`src/rtl/hmem_arbiter.sv`:
```
// hmem_arbiter: shares one higher-level memory port between the icache
// (requester 0) and the dcache (requester 1). One requester is granted at a
// time, its request is forwarded unchanged, and the grant is held until the
// memory fulfils it. A one-cycle RELEASE gap follows every fulfilment.
//
// Optional feature: define HMEM_ARB_ROUND_ROBIN_EN for round-robin tie
// breaking; otherwise the dcache always wins a tie (fixed priority).
//
// Handshake: r_req_valid[i] is held by requester i until it sees the one-cycle
// r_req_fulfilled[i] pulse; m_req_valid is held by the arbiter until the
// memory pulses m_req_fulfilled, which completes the transfer in that cycle.
module hmem_arbiter #(
   parameter int XLEN           = 32,
   parameter int TIMEOUT_CYCLES = 1024
) (
   input  logic                       clk,
   input  logic                       reset,
   input  logic [1:0]                 r_req_valid,
   input  logic [1:0]                 r_req_op,
   input  logic [1:0][1:0]            r_req_size,
   input  logic [1:0][XLEN-1:0]       r_req_addr,
   input  logic [1:0][XLEN-1:0]       r_req_store_word,
   output logic [1:0]                 r_req_fulfilled,
   output logic [XLEN-1:0]            r_req_loaded_word,
   output logic                       m_req_valid,
   output logic                       m_req_op,
   output logic [1:0]                 m_req_size,
   output logic [XLEN-1:0]            m_req_addr,
   output logic [XLEN-1:0]            m_req_store_word,
   input  logic                       m_req_fulfilled,
   input  logic [XLEN-1:0]            m_req_loaded_word,
   output logic                       grant_id,
   output logic                       timeout_err,
   output logic [1:0]                 dbg_state
);

   typedef enum logic [1:0] {
      IDLE    = 2'd0,
      BUSY    = 2'd1,
      RELEASE = 2'd2
   } state_t;

   localparam int CW = (TIMEOUT_CYCLES > 0) ? $clog2(TIMEOUT_CYCLES + 1) : 1;
   localparam logic [CW-1:0] TMAX = CW'(TIMEOUT_CYCLES);

   state_t          state, state_n;
   logic            winner;
   logic [CW-1:0]   wd_cnt;

   assign dbg_state = state;

`ifdef HMEM_ARB_ROUND_ROBIN_EN
   logic rr_ptr;

   // Round-robin tie break: the pointer names the preferred requester.
   always_comb begin
      winner = (&r_req_valid) ? rr_ptr : r_req_valid[1];
   end

   // After each grant, prefer the other requester next time.
   always_ff @(posedge clk or posedge reset) begin
      if (reset) begin
         rr_ptr <= 1'b0;
      end else if (state == IDLE && (|r_req_valid)) begin
         rr_ptr <= ~winner;
      end
   end
`else
   // Fixed priority: dcache beats icache.
   always_comb begin
      winner = r_req_valid[1];
   end
`endif

   // State register.
   always_ff @(posedge clk or posedge reset) begin
      if (reset) begin
         state <= IDLE;
      end else begin
         state <= state_n;
      end
   end

   // Next state and all request/response outputs; fields are only forwarded
   // while BUSY so the other requester never leaks onto the memory port.
   always_comb begin
      state_n           = state;
      m_req_valid       = 1'b0;
      m_req_op          = 1'b0;
      m_req_size        = 2'b00;
      m_req_addr        = '0;
      m_req_store_word  = '0;
      r_req_fulfilled   = 2'b00;
      r_req_loaded_word = '0;
      case (state)
         IDLE: begin
            if (|r_req_valid) state_n = BUSY;
         end
         BUSY: begin
            m_req_valid      = 1'b1;
            m_req_op         = r_req_op[grant_id];
            m_req_size       = r_req_size[grant_id];
            m_req_addr       = r_req_addr[grant_id];
            m_req_store_word = r_req_store_word[grant_id];
            if (m_req_fulfilled) begin
               r_req_fulfilled[grant_id] = 1'b1;
               r_req_loaded_word         = m_req_loaded_word;
               state_n                   = RELEASE;
            end
         end
         RELEASE: begin
            state_n = IDLE;
         end
         default: begin
            state_n = IDLE;
         end
      endcase
   end

   // Grant register: loaded only when leaving IDLE, held otherwise.
   always_ff @(posedge clk or posedge reset) begin
      if (reset) begin
         grant_id <= 1'b0;
      end else if (state == IDLE && (|r_req_valid)) begin
         grant_id <= winner;
      end
   end

   // Watchdog: counts BUSY cycles, saturates, and latches a sticky error on
   // the cycle the count reaches TIMEOUT_CYCLES. It never touches the grant.
   always_ff @(posedge clk or posedge reset) begin
      if (reset) begin
         wd_cnt      <= '0;
         timeout_err <= 1'b0;
      end else if (state == IDLE) begin
         if (|r_req_valid) wd_cnt <= '0;
      end else if (state == BUSY) begin
         if (wd_cnt != TMAX) wd_cnt <= wd_cnt + 1'b1;
         if (TIMEOUT_CYCLES != 0 && wd_cnt == TMAX - 1'b1) timeout_err <= 1'b1;
      end
   end

endmodule

```
`config.mk`:
```
export PLATFORM = sky130hd
export DESIGN_NAME = hmem_arbiter
export DESIGN_NICKNAME = d
export VERILOG_FILES = /design/src/rtl/hmem_arbiter.sv
export SDC_FILE = /design/constraint.sdc
export NUM_CORES = 1
export LEC_CHECK = 0
export BUFFER_PORTS_ARGS = -buffer_cell sky130_fd_sc_hd__buf_2
export CORE_AREA = 2 2 108 110
export CTS_CLUSTER_DIAMETER = 100
export DETAILED_ROUTE_END_ITERATION = 6
export DIE_AREA = 0 0 110 112
export GPL_TIMING_DRIVEN = 0
export PLACE_DENSITY = 0.57
export SKIP_CTS_REPAIR_TIMING = 1
export SYNTH_ARGS = -nofsm -noshare
export SYNTH_HDL_FRONTEND = slang
export SYNTH_SLANG_ARGS = --single-unit
```
`constraint.sdc`:
```
create_clock -name clk -period 3.4 [get_ports clk]
set_input_delay 0.17 -clock clk [delete_from_list [all_inputs] [get_ports clk]]
set_output_delay 0.17 -clock clk [all_outputs]
set_load 0.05 [all_outputs]
```
==> flow_summary.toml, run 1 <==
[outcome]
status = "finished with violations"
violations = "negative hold slack"

[global_routing]
grt_usage = 0.153
grt_pass1_vias = 2978
antenna_found_initial = 0
overflow = 0
grt_max_degree = 16
grt_pass1_wl_um = 14700

[worst_setup_path]
timing.rr.start = "wd_cnt[1]$_DFFE_PP0P_"
r2r_end = "wd_cnt[6]$_DFFE_PP0P_"
critical_path_required_ps = 3230
ff2ff_path_depth = 5
worstPathMaxFanout = 10
path_class = "register to output port"
cp-start-kind = "register"
end_kind = "output port"
crit_arrival_ps = 2100
reg2reg_slack_ps = 1640

[route]
antenna_left = 0
vias_per_cell = 4.49
vias = 3134
drt_iter0_drc = 86
routed_wl_um = 10400
wl_per_cell_um = 14.9
drcViolationCount = 0
dr.pass1.iters = 4

[clocking]
cts_tree = "yes"
clock-root-buffer = "clkbuf_16"
ctsHtreeMaxLevel = 1
clock_latency_ps = 250
numCtsBuffers = 3
clock_sinks = 15
clk_path_buf_depth = 2
clkSlewWorstSetupHoldPaths_ps = 50

[flow_run]
maxCapViolations = 0

[synthesis]
synthDistinctLibCells = 38
yosysSeqAreaShare = 0.182
synth_edf_count = 0
netlist_area_mm2 = 0.00206
synth_flop_cell = "dfrtp_1"
ys_warn_count = 0
ys_ff_latch = 15
ys_async_sr_fraction = 1.00
syn_nets = 448
avgSynthCellArea_um2 = 7.48
synthCells = 275

[floorplan]
rows = 39
die_h_um = 112
start_util = 0.184
die_x_um = 110
dieArea_mm2 = 0.0123
core_area_mm2 = 0.0112
io_pins = 277

[sta]
finalCritPeriodShare = 0.668
setup_tns_ps = 0
rsz0062_at_grt = "no"
maxSlewViolCount = 0
finalHoldViolations = 6
final-setup-viol-count = 0
maxSlewHeadroom = 0.510
hold_ws_ps = -1.79
min_period_ps = 2270
timing.fmax_mhz = 440
tightest_slew_ps = 735
fin_skew_ps = 2.81

[cells_and_area]
fillers = 1201
drive_above_1_share = 0.533
final_net_count = 729
syn2layout_area_growth_pct = 79.7
layout.cells.non_filler = 698
antenna_cells = 0

[pwr]
ir_worst_vdd_mv = 0.462
cellPowerDensity_mw_per_mm2 = 792
p_leak_nw = 2.45
power_mw = 2.93

[hold_path]
min_path_type = "input pin to asynchronous set/reset pin"

[placement]
placed_cells = 694
io_buffers = 276
dp_hpwl_um = 9110
gp_congestion = 0.898
[cell type report]
type                    instances  area, µm²  share of cell area
inverters                       8       30.0             0.00812
well taps                     143        179              0.0484
plain buffers                  25        114              0.0308
multi-input cells             227       1540               0.416
clock buffers                   4       78.8              0.0213
repair buffers                276       1380               0.374
flip-flops and latches         15        375               0.102
[logic make-up after synthesis]
| logic type | Yosys count | share of synthesized area |
|---|---|---|
| AOI/OAI and AO/OA | 16 | 0.0651 |
| adders and majority gates | 2 | 0.0122 |
| buffers and inverters | 33 | 0.0700 |
| DFF | 15 | 0.182 |
| muxes | 69 | 0.336 |
| and+or+nand+nor | 140 | 0.334 |
[power breakdown]
part / switching [mW] / internal (mW)
combinational: 1.77 / 0.675
sequential: 0.0363 / 0.207
clock: 0.0737 / 0.159
[stage by stage]
step / utilization / cell area [µm²] / setup WS (ps)
after CTS: 0.331 / 3700 / 1110
final: 0.331 / 3700 / 1130
after detailed placement: 0.324 / 3620 / 1380
after global routing: 0.331 / 3700 / 1000
after global placement: 0.324 / 3620 / 1380
after floorplan: - / 2060 / 1140
[flip-flops by register name, indices dropped and copies added (netlist names)]
register     cells
grant_id         1
dbg_state        2
wd_cnt          11
timeout_err      1
[how the worst max path moves through the flow]
stage | start | end | slack, ps | cells past startpoint
2_1_floorplan | grant_id$_DFFE_PP0P_ | m_req_addr[10] | 1140 | 4
3_3_place_gp | dbg_state[1]$_DFFE_PP0P_ | r_req_loaded_word[30] | 1380 | 7
3_5_place_dp | dbg_state[1]$_DFFE_PP0P_ | r_req_loaded_word[25] | 1380 | 7
4_1_cts | dbg_state[1]$_DFFE_PP0P_ | r_req_loaded_word[25] | 1110 | 7
5_1_grt | dbg_state[0]$_DFFE_PP0P_ | m_req_addr[11] | 1000 | 6
6_report | dbg_state[1]$_DFFE_PP0P_ | r_req_loaded_word[25] | 1130 | 7
[routing by layer]
metal  GRT usage  up-vias  routed length (µm)
met5           0        -                   0
met1       0.194     1419                4220
met2       0.272      180                5150
met4      0.0329        0                 138
met3      0.0181       15                 906
li1            -     1520                   -
[synthesized netlist by cell type (all sizes together) (3+ instances only)]
library cell / number / area, µm²
nor2: 69 / 259
mux2i: 68 / 681
and3: 34 / 213
dfrtp: 15 / 375
buf: 14 / 72.6
clkbuf: 11 / 41.3
inv: 8 / 30.0
nand2: 8 / 30.0
nand3: 8 / 40.0
a22o: 4 / 35.0
or2: 4 / 25.0
a21o: 3 / 30.0
a21oi: 3 / 15.0
nor3: 3 / 15.0
or3: 3 / 18.8
[critical path, cell delays in order (launching register included)]
cell and delay (ps):
dfrtp_1 430, nand2b_1 160, buf_2 190, inv_1 150
buf_2 220, buf_2 250, and3_1 190, buf_2 260
[layout by cell type (no fill, tap or decap), types with 2 or more instances in the layout]
master       n
a21o_1       2
a21oi_1      3
a22o_1       4
and3_1      34
buf_1        3
buf_2      286
clkbuf_1    12
clkbuf_16    3
dfrtp_1     15
ha_1         2
inv_1        8
mux2i_1     68
nand2_1      8
nand3_1      8
nor2_1      69
nor3_1       3
nor4_1       2
or2_2        2
or3_1        3
No activity file was read; power rests on OpenSTA's default activity.
==> inputs of run 2 (changes only) <==
- CORE_AREA: 2 2 108 110 -> 2 2 107 109
- DIE_AREA: 0 0 110 112 -> 0 0 109 111
- PLACE_DENSITY: 0.57 -> 0.59
- clock period: 3.4 -> 1.8 ns (I/O delays scaled with it)
==> flow_summary.toml, run 2 (synthesized netlist as in run 1, its figures left out) <==
[outcome]
status = "finished, final reports clean"

[worst_setup_path]
cp_top_family = "buffers and inverters"
end_kind = "output port"
path_class = "register to output port"
critPathBufInv = 3
cp_common_cell = "clkbuf_4"
cp-start-kind = "register"
slowest_stage = "dfrtp_2"
crit_arrival_ps = 1680
cp_slowest_stage_delay_ps = 430
worstPathMaxFanout = 10
critical_path_required_ps = 1710
cp_cell_sequence = "nand2b_1 > buf_6 > clkbuf_4 > nor2_2 > clkbuf_4"

[route]
vias = 3203
drcViolationCount = 0
antenna_left = 0
routed_wl_um = 10400
wl_per_cell_um = 14.7
dr.pass1.iters = 4
vias_per_cell = 4.54
drt_iter0_drc = 123

[sta]
maxSlewHeadroom = 0.575
finalCritPeriodShare = 0.983
fin_skew_ps = 2.94
maxSlewViolCount = 0
hold_ws_ps = 115
finalHoldViolations = 0
setup_tns_ps = 0
final-setup-viol-count = 0
min_period_ps = 1770
tightest_slew_ps = 636
timing.fmax_mhz = 565
rsz0062_at_grt = "yes"

[cells_and_area]
final_net_count = 736
antenna_cells = 0
fillers = 1100
final_cell_mix = "216 x buf_2, 53 x buf_4, 46 x mux2i_1"
layout.cells.non_filler = 705
largest_reg_flops = 11
drive_above_1_share = 0.744
mostFrequentLayoutCell = "buf_2"
largest-register = "wd_cnt"
syn2layout_area_growth_pct = 121

[floorplan]
die_x_um = 109
rows = 39
dieArea_mm2 = 0.0121
core_area_mm2 = 0.0111
start_util = 0.186
die_h_um = 111
io_pins = 277

[pwr]
pwr-share-comb = 0.864
p_seq_frac = 0.069
internal-power_mw = 2.70
p_sw_frac = 0.601
power.net_switching_mw = 4.06
power_mw = 6.76
p_leak_nw = 2.53
ir_worst_vdd_mv = 0.816
cellPowerDensity_mw_per_mm2 = 1490
clockPowerShare = 0.067

[global_routing]
grt_max_degree = 16
grt_pass1_wl_um = 14300
grt_usage = 0.147
antenna_found_initial = 0
overflow = 0
grt_pass1_vias = 3053

[placement]
gp_congestion = 0.850
dp_hpwl_um = 8330
io_buffers = 276
placed_cells = 694

[clocking]
numCtsBuffers = 3
clkSlewWorstSetupHoldPaths_ps = 50
clock-root-buffer = "clkbuf_16"
cts_tree = "yes"
clk_path_buf_depth = 2
clock_latency_ps = 250
clock_sinks = 15
ctsHtreeMaxLevel = 1

[hold_path]
min_path_type = "input pin to register"

[flow_run]
maxCapViolations = 0
-- run 2: worst register-to-register path, stage by stage (launching register included) --
cell	delay (ps)
dfrtp_1	440
nor4_1	510
a41oi_2	300
a221o_1	360
-- run 2: path summary, 6_finish.rpt --
check,start,to,slack (ps),cells past startpoint
min in group asynchronous,reset,timeout_err$_DFFE_PP0P_,460,3
setup / recovery,dbg_state[1]$_DFFE_PP0P_,m_req_store_word[10],30,5
setup reg to reg,wd_cnt[6]$_DFFE_PP0P_,wd_cnt[6]$_DFFE_PP0P_,70,3
hold reg to reg,timeout_err$_DFFE_PP0P_,timeout_err$_DFFE_PP0P_,470,1
max in group asynchronous,reset,dbg_state[1]$_DFFE_PP0P_,880,3
hold / removal,r_req_valid[1],grant_id$_DFFE_PP0P_,120,2
-- run 2: layout make-up --
type	count	area, µm²	share of cell area
Tap cell	143	179	0.0393
Timing Repair Buffer	283	1660	0.365
Inverter	8	35.0	0.00770
Clock inverter	1	5.00	0.00110
Multi-Input combinational cell	227	2000	0.439
Buffer	25	216	0.0476
Clock buffer	3	75.1	0.0165
Sequential cell	15	378	0.0831
-- run 2: per-layer routing --
layer  part of all wire  GRT usage
met2               0.53      0.287
met1               0.37      0.162
met3              0.089     0.0276
met4              0.014     0.0265
met5                  0          0
-- run 2: power by group through the flow --
| stage | registers [mW] | clock network (mW) | logic (mW) |
|---|---|---|---|
| 2_1_floorplan | 0.530 | 0 | 4.00 |
| 3_3_place_gp | 0.471 | 0 | 5.12 |
| 3_5_place_dp | 0.473 | 0 | 5.18 |
| 4_1_cts | 0.468 | 0.461 | 5.19 |
| 5_1_grt | 0.481 | 0.469 | 6.13 |
| 6_report | 0.466 | 0.451 | 5.84 |
-- run 2: through the flow --
| stage | setup slack [ps] | util | area, µm² |
|---|---|---|---|
| after global routing | -46.8 | 0.411 | 4550 |
| after global placement | -190 | 0.359 | 3980 |
| after floorplan | -74.4 | - | 2420 |
| final | 29.9 | 0.411 | 4550 |
| after CTS | -495 | 0.366 | 4060 |
| after detailed placement | -217 | 0.359 | 3980 |
